<file path="config.mk">
export PLATFORM = sky130hd
export DESIGN_NAME = shot_resolver
export DESIGN_NICKNAME = d
export VERILOG_FILES = /design/src/rtl/shot_resolver.sv
export SDC_FILE = /design/constraint.sdc
export NUM_CORES = 1
export LEC_CHECK = 0
export CORE_ASPECT_RATIO = 1.2
export CORE_MARGIN = 2
export CORE_UTILIZATION = 50
export DETAILED_ROUTE_END_ITERATION = 10
export GPL_ROUTABILITY_DRIVEN = 0
export PLACE_DENSITY = 0.72
export SLEW_MARGIN = 20
export SYNTH_ARGS = -nofsm -noshare
export SYNTH_HDL_FRONTEND = slang
export SYNTH_SLANG_ARGS = --single-unit
</file>
<file path="constraint.sdc">
create_clock -name clk -period 2.8 [get_ports clk]
set_input_delay 0.28 -clock clk [delete_from_list [all_inputs] [get_ports clk]]
set_output_delay 0.28 -clock clk [all_outputs]
set_load 0.1 [all_outputs]
</file>
<file path="src/rtl/shot_resolver.sv">
// Light-gun shot resolver: after a trigger press it shows one black frame, then one
// frame per live target, and reports which target (if any) the photodiode saw.
module shot_resolver #(
  parameter int N_TARGETS   = 2,
  parameter int SYNC_STAGES = 2,
  parameter int DETECT_MIN  = 64,
  parameter int SHOTS       = 3,
  localparam int IDX_W  = (N_TARGETS > 1) ? $clog2(N_TARGETS) : 1,
  localparam int SHOT_W = (SHOTS > 0) ? $clog2(SHOTS + 1) : 1
) (
  input  logic                 clk,
  input  logic                 reset,
  input  logic                 trigger,
  input  logic                 detect,
  input  logic                 frame_tick,
  input  logic                 valid,
  input  logic [N_TARGETS-1:0] target_en,
  input  logic                 reload,
  output logic [1:0]           flash_mode,
  output logic [IDX_W-1:0]     target_sel,
  output logic                 hit,
  output logic [IDX_W-1:0]     hit_idx,
  output logic                 miss,
  output logic                 busy,
  output logic [SHOT_W-1:0]    shots_left
);

  localparam int CNT_W = $clog2(DETECT_MIN + 1);

  typedef enum logic [2:0] {
    S_IDLE, S_ARM, S_BLACK, S_TARGET, S_RESULT, S_COOLDOWN
  } state_t;

  typedef enum logic [1:0] {
    FLASH_NORMAL = 2'd0,
    FLASH_BLACK  = 2'd1,
    FLASH_TARGET = 2'd2
  } flash_t;

  state_t                 state_q, state_d;
  flash_t                 flash_c;
  logic [SYNC_STAGES-1:0] trig_sync, det_sync;
  logic                   trig_s, det_s, trig_prev, trig_rise;
  logic [CNT_W-1:0]       light_cnt;
  logic                   lit;
  logic [N_TARGETS-1:0]   en_q, en_d;
  logic [IDX_W-1:0]       sel_q, sel_d, first_idx, next_idx;
  logic                   has_first, has_next;
  logic                   hit_c, miss_c;

  assign trig_s    = trig_sync[SYNC_STAGES-1];
  assign det_s     = det_sync[SYNC_STAGES-1];
  assign trig_rise = trig_s && !trig_prev;
  // Light for the frame just ended; the counter saturates, so >= and == agree.
  assign lit       = (light_cnt >= CNT_W'(DETECT_MIN));

  // NOTE: sequential state is only ever written with <= so every flop samples
  // pre-edge values regardless of process ordering in simulation.
  always_ff @(posedge clk) begin
    if (reset) begin
      trig_sync <= '0;
      det_sync  <= '0;
      trig_prev <= 1'b0;
      light_cnt <= '0;
    end else begin
      trig_sync <= {trig_sync[SYNC_STAGES-2:0], trigger};
      det_sync  <= {det_sync[SYNC_STAGES-2:0], detect};
      trig_prev <= trig_s;
      if (frame_tick)
        light_cnt <= '0;
      else if (valid && det_s && !lit)
        light_cnt <= light_cnt + CNT_W'(1);
    end
  end

  // Lowest enabled target, and lowest enabled target above the one on screen.
  always_comb begin
    has_first = 1'b0;
    first_idx = '0;
    has_next  = 1'b0;
    next_idx  = '0;
    for (int i = N_TARGETS - 1; i >= 0; i--) begin
      if (en_q[i]) begin
        has_first = 1'b1;
        first_idx = IDX_W'(i);
      end
      if (en_q[i] && (i > int'(sel_q))) begin
        has_next = 1'b1;
        next_idx = IDX_W'(i);
      end
    end
  end

  // NOTE: every signal assigned here gets a default first, so no path through
  // the case statement can leave one unassigned and infer a latch.
  always_comb begin
    state_d = state_q;
    sel_d   = sel_q;
    en_d    = en_q;
    flash_c = FLASH_NORMAL;
    hit_c   = 1'b0;
    miss_c  = 1'b0;
    case (state_q)
      S_IDLE: begin
        if (trig_rise && (shots_left != '0)) begin
          state_d = S_ARM;
          en_d    = target_en;
        end
      end
      S_ARM: begin
        if (frame_tick) state_d = S_BLACK;
      end
      S_BLACK: begin
        flash_c = FLASH_BLACK;
        if (frame_tick) begin
          if (lit || !has_first) begin
            miss_c  = 1'b1;
            state_d = S_RESULT;
          end else begin
            sel_d   = first_idx;
            state_d = S_TARGET;
          end
        end
      end
      S_TARGET: begin
        flash_c = FLASH_TARGET;
        if (frame_tick) begin
          if (lit) begin
            hit_c   = 1'b1;
            sel_d   = '0;
            state_d = S_RESULT;
          end else if (has_next) begin
            sel_d = next_idx;
          end else begin
            miss_c  = 1'b1;
            sel_d   = '0;
            state_d = S_RESULT;
          end
        end
      end
      S_RESULT: begin
        state_d = S_COOLDOWN;
      end
      S_COOLDOWN: begin
        if (!trig_s) state_d = S_IDLE;
      end
      default: state_d = S_IDLE;
    endcase
  end

  always_ff @(posedge clk) begin
    if (reset) begin
      state_q    <= S_IDLE;
      sel_q      <= '0;
      en_q       <= '0;
      hit_idx    <= '0;
      shots_left <= SHOT_W'(SHOTS);
    end else begin
      state_q <= state_d;
      sel_q   <= sel_d;
      en_q    <= en_d;
      if (hit_c) hit_idx <= sel_q;
      if (reload)
        shots_left <= SHOT_W'(SHOTS);
      else if ((state_q == S_RESULT) && (shots_left != '0))
        shots_left <= shots_left - SHOT_W'(1);
    end
  end

  // A reset cycle must never emit a result pulse, even if a tick coincides.
  assign hit        = hit_c && !reset;
  assign miss       = miss_c && !reset;
  assign flash_mode = flash_c;
  assign target_sel = sel_q;
  assign busy       = (state_q inside {S_ARM, S_BLACK, S_TARGET, S_RESULT});

endmodule
</file>
==> summary by stage, run 1 <==
GRT
The number of antenna violations at the first check in global routing came to 0. The number of global-route vias before repair is 804. Across every metal layer, demand over resource in global routing totals 0.196. The first global-routing pass estimated 3390 um of wire.

The pin count of the biggest net entering global routing is 15. The global-route congestion overflow total is 0.

Clock network
After clock tree synthesis, the clock-pin slew on the worst setup and hold paths is 0.11 ns. The number of resized instances in the post-cts repair step is 0. The hold-fix buffer count after cts is 0. TritonCTS built the clock tree. The number of buffers between clock root and the deepest sink is 2.

Clock tree synthesis found a total of 21 sinks. The clock buffer count from CTS is 3. The number of post-CTS setup repair buffers is 0. In this run the number of H-tree levels came out at 1. The insertion delay of the later-clocked pin in the worst-skew pair is 0.30 ns.

The cell at the root of the clock tree is clkbuf_4.

Worst setup path
The largest incremental delay on the critical path is 0.57 ns. For flop-to-flop paths, the worst setup slack is 1.37 ns. Walking the worst path, the cells encountered are inv_1 > a22oi_1 > o21ai_0 > nor2_2 > buf_4.

The top fanout value on the critical path is 11. Data on the critical path is required at its endpoint by 2.52 ns. On the critical path, the stage with the largest delay is an instance of dfxtp_1. STA classifies the critical path startpoint as a flip-flop.

The number of cells on the worst reg-to-reg path is 6. The data arrival time at the worst-slack endpoint is 1.85 ns. The endpoint identified for the worst register-to-register timing path is state_q[0]$_SDFFE_PP0P_. The critical path is of the reg -> out type. The endpoint type of the worst setup path is an output port. The launch point of the worst reg-to-reg path is shots_left[0]$_SDFFE_PP1P_.

Detailed routing
For this run, the detailed router's first-pass iteration total came to 4. The total wire length is 1980 um. The post-detailed-route via-to-cell ratio is 5.46.

The number of antenna-violating nets in the routed design is 0. Detailed routing inserted a total of 825 vias. The routed wirelength normalized by instance count is 13.1 um. The post-detailed-route DRC marker count is 0.

The violation count after the first detailed-route iteration is 7.

Final layout
The number of cells in the finished layout apart from fillers is 151. The synthesis-to-finish area growth is 14.8%. The final-stage net count is 144. The antenna diode instance count is 0. Of the cells placed in the final design, the portion with a size suffix greater than 1 is 0.137.

Synth
The largest total area in the synthesized netlist belongs to dfxtp_1. The net count after synthesis is 130. The share of synthesized cell area in full adder, half adder and majority cells is 0.0364. Counting flops with an async set or reset pin after synthesis yields a share of 0. Ranked by instance count, the synthesized netlist is headed by 21 x dfxtp_1, 15 x nor2_1, 7 x inv_1, 6 x nand2_1.

Synthesis inferred 21 register bits. By area the synthesized netlist is led by dfxtp_1 41%, nor2_1 5.5%, mux2i_1 3.9%. The share of synthesized area spent on multiplexers is 0.0498. The count of different cell masters after synthesis is 36. By area, the combinational part of the netlist is dominated by simple AND/OR/NAND/NOR gates. The mapped netlist covers 0.00103 mm^2.

The count of flip-flops with a built-in enable after synthesis is 0. Of the post-synthesis cell area, the dominant cell type holds 0.408. After technology mapping, the gate count stands at 118.

The most used flip-flop cell after synthesis is dfxtp_1. The post-synthesis area per instance is 8.74 um^2. Of the total synthesized cell area, the portion taken by XOR and XNOR cells is 0.0595. The sequential share of the synthesized area is 0.408.

By instance count, the leading cell after synthesis is dfxtp_1. Yosys printed 0 warnings. The post-synthesis compound-gate area fraction is 0.109.

The synthesized-area fraction occupied by and/or/nand/nor cells is 0.265.

Floorplan
The area enclosed by the die boundary is 0.00244 mm^2. For this configuration, the core starts out at a cell density of 0.514. The initialized floorplan defines 18 standard-cell rows.

The die span in x is 45.5 um. The vertical extent of the die is 53.7 um. 18 I/O pins were placed. In this run the standard cell core region covers 0.00200 mm^2.

Min path
The depth of the worst hold-timing path is 1. The startpoint of the most critical hold path is trig_sync[0]$_SDFF_PP0_. The type of the worst min-delay path is reg -> reg. For hold timing, the worst endpoint is trig_sync[1]$_SDFF_PP0_.

Timing
The tightest slew margin relative to the limit is 0.658. The minimum clock period after layout is 2.13 ns. Across all setup checks in the final design, the least slack found is 0.667 ns. Setup repair after global routing left no endpoint under its margin. Across the routed clock network, the largest skew measured is 0.00321 ns.

Setup violations remaining at the end of the flow were counted as 0. The share of the clock period used by the worst path is 0.762. The max-slew violation total from the final report is 0. For the pin with the worst max-slew slack, the measured transition is 0.512 ns. The setup TNS is 0 ns. The final hold violation count is 0.

The upper clock frequency limit is 469 MHz.

Flow run
The tool flagged a number of max-cap violations equal to 0.

Power
Dividing total power by cell area gives a power density of 586 mW/mm^2. For this design the static power due to leakage is 0.484 nW. The largest voltage drop on the vdd net is 297 uV.

Run status
The flow ran to the end, and the final reports show no timing, DRC or antenna violations.

Place
OpenSTA, run right after detailed placement, puts the worst setup slack at 0.790 ns. Buffers placed on the I/O ports in this run total 17. The wire-length estimate of the detail-placed layout is 1490 um. The total placed cells including tap cells is 147.
[kinds of logic (layout without fill, tap and decap cells)]
kind of cell | Yosys count | count (layout)
AND/OR/NAND/NOR | 49 | 49
flip-flops | 21 | 21
AO/OA/AOI/OAI | 18 | 18
buffers and inverters | 15 | 28
XOR/XNOR | 7 | 7
multiplexers | 5 | 5
adder cells (fa/ha/maj) | 3 | 3
[report_power, final]
group	leakage (nW)	internal (W)	switching [W]
logic	0.299	0.0000658	0.000143
registers	0.171	0.000313	0.0000301
clock network	0.0150	0.0000555	0.0000863
total	0.484	0.000434	0.000259
[metal layers]
layer	routed length [um]	GRT usage	up-vias	share of wire
met5	0	0	-	0
met4	14	0.103	0	0.0071
met3	54	0.0470	2	0.027
met2	1080	0.340	13	0.54
met1	835	0.215	386	0.42
li1	-	-	424	-
[cell usage in the layout (no fill, tap or decap), drive strengths merged]
master,n
inv,7
a21oi,4
o2111ai,1
clkdlybuf4s50,8
dfxtp,21
ha,3
or2,1
xor2,3
clkbuf,4
o31ai,1
o21bai,2
buf,9
nand2,6
mux2,1
nand4,1
a22oi,2
nand3b,1
o21ai,5
nor2b,5
nand2b,1
a211oi,1
mux2i,4
xnor2,4
nor3b,2
nand4b,3
nor3,1
a31oi,1
o211ai,1
and3b,2
and2,3
nor2,16
nand3,4
and4,2
nor4,1
[worst max path at each step]
stage | cells after the start | end | start
floorplan | 4 | miss | target_sel$_SDFFE_PP0P_
global placement | 4 | hit | reset
detailed placement | 5 | miss | reset
CTS | 5 | miss | state_q[0]$_SDFFE_PP0P_
global route | 5 | miss | state_q[0]$_SDFFE_PP0P_
finish | 5 | miss | state_q[0]$_SDFFE_PP0P_
[state kept, by name, indices dropped and copies added, names as in the netlist]
signal and count:
state_q 3, light_cnt 7, trig_prev 1, en_q 2, trig_sync 2, det_sync 2, hit_idx 1, target_sel 1
shots_left 2
[area by class of cell]
class	count	area [um^2]
flip-flops and latches	21	420
well taps	20	25.0
repair buffers	17	148
fillers	192	821
clock buffers	4	26.3
inverters	7	26.3
multi-input cells	82	538
[worst max-delay path, delay by kind of cell (launching register included)]
family                 cells  cell delay [ns]
and+or+nand+nor            1             0.13
buffers and inverters      2             0.45
DFF                        1             0.57
AOI/OAI and AO/OA          2             0.40
[stage by stage]
stage | power (W) | cell area [um^2] | hold WS (ns) | util
floorplan | 0.000513 | 1030 | 0.352 | -
global placement | 0.000554 | 1160 | 0.430 | 0.577
detailed placement | 0.000558 | 1160 | 0.431 | 0.577
CTS | 0.000701 | 1180 | 0.456 | 0.591
global route | 0.000739 | 1180 | 0.470 | 0.591
finish | 0.000694 | 1180 | 0.451 | 0.591
(Power assumes the default switching activity.)
==> run 2: changes to the inputs <==
- CORE_UTILIZATION: 50 -> 46
- PLACE_DENSITY: 0.72 -> 0.7
- clock period: 2.8 -> 1.7 ns (I/O delays scaled with it)
==> run 2 against run 1 <==
Power increased by 75%. Non-clock buffer count increased by 3. Cell count is 8.6% higher. Worst hold slack got worse by 0.032 ns. Sequential share of layout area shrank 3.1 points. Wire length decreased by 1.9%. Global-route usage fell by 2.7 points. Flip-flop and latch count unchanged. Critical path type unchanged.
==> summary by stage, run 2 (synthesis results as in run 1) <==
Run status
The flow ran to the end, and the final reports show no timing, DRC or antenna violations.

GRT
The pin count of the biggest net entering global routing is 14 (-1). The global-route usage over all layers came to 0.169 (-0.0270). The number of global-route vias before repair is 838 (+4.2%). The number of antenna violations at the first check in global routing came to 0 (unchanged). The wire length of the first global-routing pass was 3350 um (-1.4%). The met2 track demand over resource in global routing is 0.284 (-0.0566). In this run the most used layer during global routing was met2. The global-route congestion overflow total is 0 (unchanged). The global routing met3 resource utilization was 0.0422 (-0.00477). The met1 usage in global routing is 0.202 (-0.0133).

Detailed routing
The number of antenna-violating nets in the routed design is 0 (unchanged). The number of vias after detailed routing is 843 (+2.2%). The iteration count of the initial detailed-routing pass is 4 (unchanged). The routed wirelength normalized by instance count is 11.9 um (-9.7%). The total wire length was 1940 um (-1.9%).

The post-detailed-route DRC marker count was 0 (unchanged). The violation count after the first detailed-route iteration is 10 (+3). The post-detailed-route via-to-cell ratio is 5.14 (-5.9%).

Power
The static leakage power is 0.528 nW (+8.9%). The internal power is 0.000784 W (+80%). The power density normalized to cell area was 917 mW/mm^2 (+57%).

The power share of the combinational group is 0.359 (+0.058). The clock network power share came to 0.185 (-0.019). The sequential power share is 0.456 (-0.039). The switching power as a share of total power came to 0.356 (-0.0180). The largest voltage drop on the vdd net is 632 uV (+110%).

The power dissipated by switching net loads is 0.000433 W (+67%).

Final layout
The total non-filler cell area in the finished layout came to 0.00133 mm^2 (+12%). The leading cell type in the layout, fill and taps excluded is dfxtp_1. light_cnt holds more flip-flops than any other register. The number of flip-flops in the largest register is 7 (unchanged). In the layout the commonest cells are 17 x dfxtp_1, 14 x nor2_1, 8 x clkdlybuf4s50_1, 7 x inv_1. The synthesis-to-finish area growth is 28.6%. The antenna diode instance count came to 0 (unchanged).

The number of fill cells was 175 (-8.9%). The final-stage net count is 147 (+2.1%). The largest registers in the layout are light_cnt (7), state_q (3). The share of the core filled with cells is 0.633 (+0.0427). The fraction of final layout cells sized beyond drive strength 1 is 0.216 (+0.0790).

Timing
The max-slew violation total from the final report is 0 (unchanged). Of the available clock period, the critical path in the final layout requires 0.943. The final hold violation count is 0 (unchanged). The worst-margin pin slew was 0.341 ns (-0.171 ns). Static timing analysis puts the maximum clock frequency at 624 MHz. The routed design could run at a clock period as short as 1.60 ns. The tightest slew margin relative to the limit came to 0.773 (+0.115). The total of endpoints with negative setup slack in the final report is 0 (unchanged). The setup TNS is 0 ns (unchanged).

The final-layout worst hold slack came to 0.419 ns (-0.0319 ns). The worst-case clock skew came to 0.000849 ns (-0.00236 ns). Setup repair after global routing left no endpoint under its margin.

Clock network
The clock sink total was 21 (unchanged). The clock-pin slew on the worst setup and hold paths is 0.11 ns (about the same). The TritonCTS clock tree is yes. The insertion delay of the later-clocked pin in the worst-skew pair is 0.29 ns (about the same). The number of H-tree branching levels is 1 (unchanged).

The number of buffers between clock root and the deepest sink was 2 (unchanged). The cell at the root of the clock tree is clkbuf_4. The hold-fix buffer count after cts is 0 (unchanged). The clock buffer count from CTS is 3 (unchanged).

Worst setup path
The end of the worst register-to-register path is state_q[0]$_SDFFE_PP0P_. The top fanout value on the critical path is 11 (unchanged). In this run the worst setup path terminates at hit. The endpoint type of the worst setup path is an output port. The data arrival time at the worst-slack endpoint is 1.43 ns (-0.42 ns). The cell count of the worst reg-to-reg path was 6 (unchanged).

The kind of start point of the critical path is a flip-flop. The data required time of the critical path is 1.53 ns (-0.99 ns). The setup slack of the most critical reg-to-reg path was 0.22 ns (-1.15 ns).

In this run the worst setup path begins at state_q[0]$_SDFFE_PP0P_. The worst register-to-register path begins at shots_left[0]$_SDFFE_PP1P_. The category of the most critical setup path is reg -> out.

Place
The quantity of I/O buffers inserted on ports is 17 (unchanged). The half-perimeter wire length of the detailed placement result came to 1500 um (+1.0%). The placement-stage cell area is 0.00129 mm^2 (+11%).

Min path
The type of the worst min-delay path is in -> reg.

Floorplan
The starting density of the core is 0.492 (-0.0221). The top-level I/O count was 18 (unchanged). The vertical extent of the die is 55.9 um (+3.9%). The core area is 0.00209 mm^2 (+4.5%).

The area enclosed by the die boundary is 0.00264 mm^2 (+8.0%). The row count is 18 (unchanged). The die span in x is 47.2 um (+3.9%).

Flow run
The number of maximum-capacitance violations is 0 (unchanged).
-- run 2: metal layers --
| layer | part of all wire | wire length (um) | up-vias |
|---|---|---|---|
| met4 | 0.0077 | 15 | 0 |
| met5 | 0 | 0 | - |
| met1 | 0.43 | 832 | 396 |
| met3 | 0.035 | 68 | 2 |
| met2 | 0.53 | 1030 | 15 |
| li1 | - | - | 430 |
-- run 2: critical path, stage by stage (launching register included) --
cell     delay, ns
dfxtp_4       0.42
and3b_2       0.28
and4_2        0.27
buf_12        0.18
-- run 2: worst min-delay path by stage --
stage	from	to	slack, ns	cells after the start
finish	trigger	trig_sync[0]$_SDFF_PP0_	0.42	2
global route	detect	det_sync[0]$_SDFF_PP0_	0.42	2
CTS	trigger	trig_sync[0]$_SDFF_PP0_	0.41	2
detailed placement	trig_sync[0]$_SDFF_PP0_	trig_sync[1]$_SDFF_PP0_	0.43	1
global placement	det_sync[0]$_SDFF_PP0_	det_sync[1]$_SDFF_PP0_	0.43	1
floorplan	reset	det_sync[1]$_SDFF_PP0_	0.24	1
-- run 2: power groups by stage --
| stage | clock (W) | sequential, W | combinational [W] |
|---|---|---|---|
| 2_1_floorplan | 0 | 0.000543 | 0.000315 |
| 3_3_place_gp | 0 | 0.000558 | 0.000430 |
| 3_5_place_dp | 0 | 0.000559 | 0.000435 |
| 4_1_cts | 0.000236 | 0.000554 | 0.000437 |
| 5_1_grt | 0.000255 | 0.000561 | 0.000467 |
| 6_report | 0.000225 | 0.000555 | 0.000437 |
-- run 2: final cells by class --
cell class,count,area [um^2],share of cell area
multi-input cells,82,561,0.423
flip-flops and latches,21,430,0.325
repair buffers,20,245,0.185
well taps,30,37.5,0.0283
clock buffers,4,26.3,0.0198
inverters,7,26.3,0.0198
-- run 2: timing repair --
item	CTS	global route
setup buffers	0	0
setup endpoints to repair	2	2
resized for setup	3	3
pin swaps	0	1
-- run 2: per-stage QoR --
stage | setup WS (ns) | std cells | power [W]
floorplan | -0.101 | 118 | 0.000857
global placement | 0.187 | 160 | 0.000988
detailed placement | 0.145 | 160 | 0.000994
CTS | 0.0217 | 164 | 0.00123
global route | 0.0260 | 164 | 0.00128
finish | 0.0970 | 164 | 0.00122
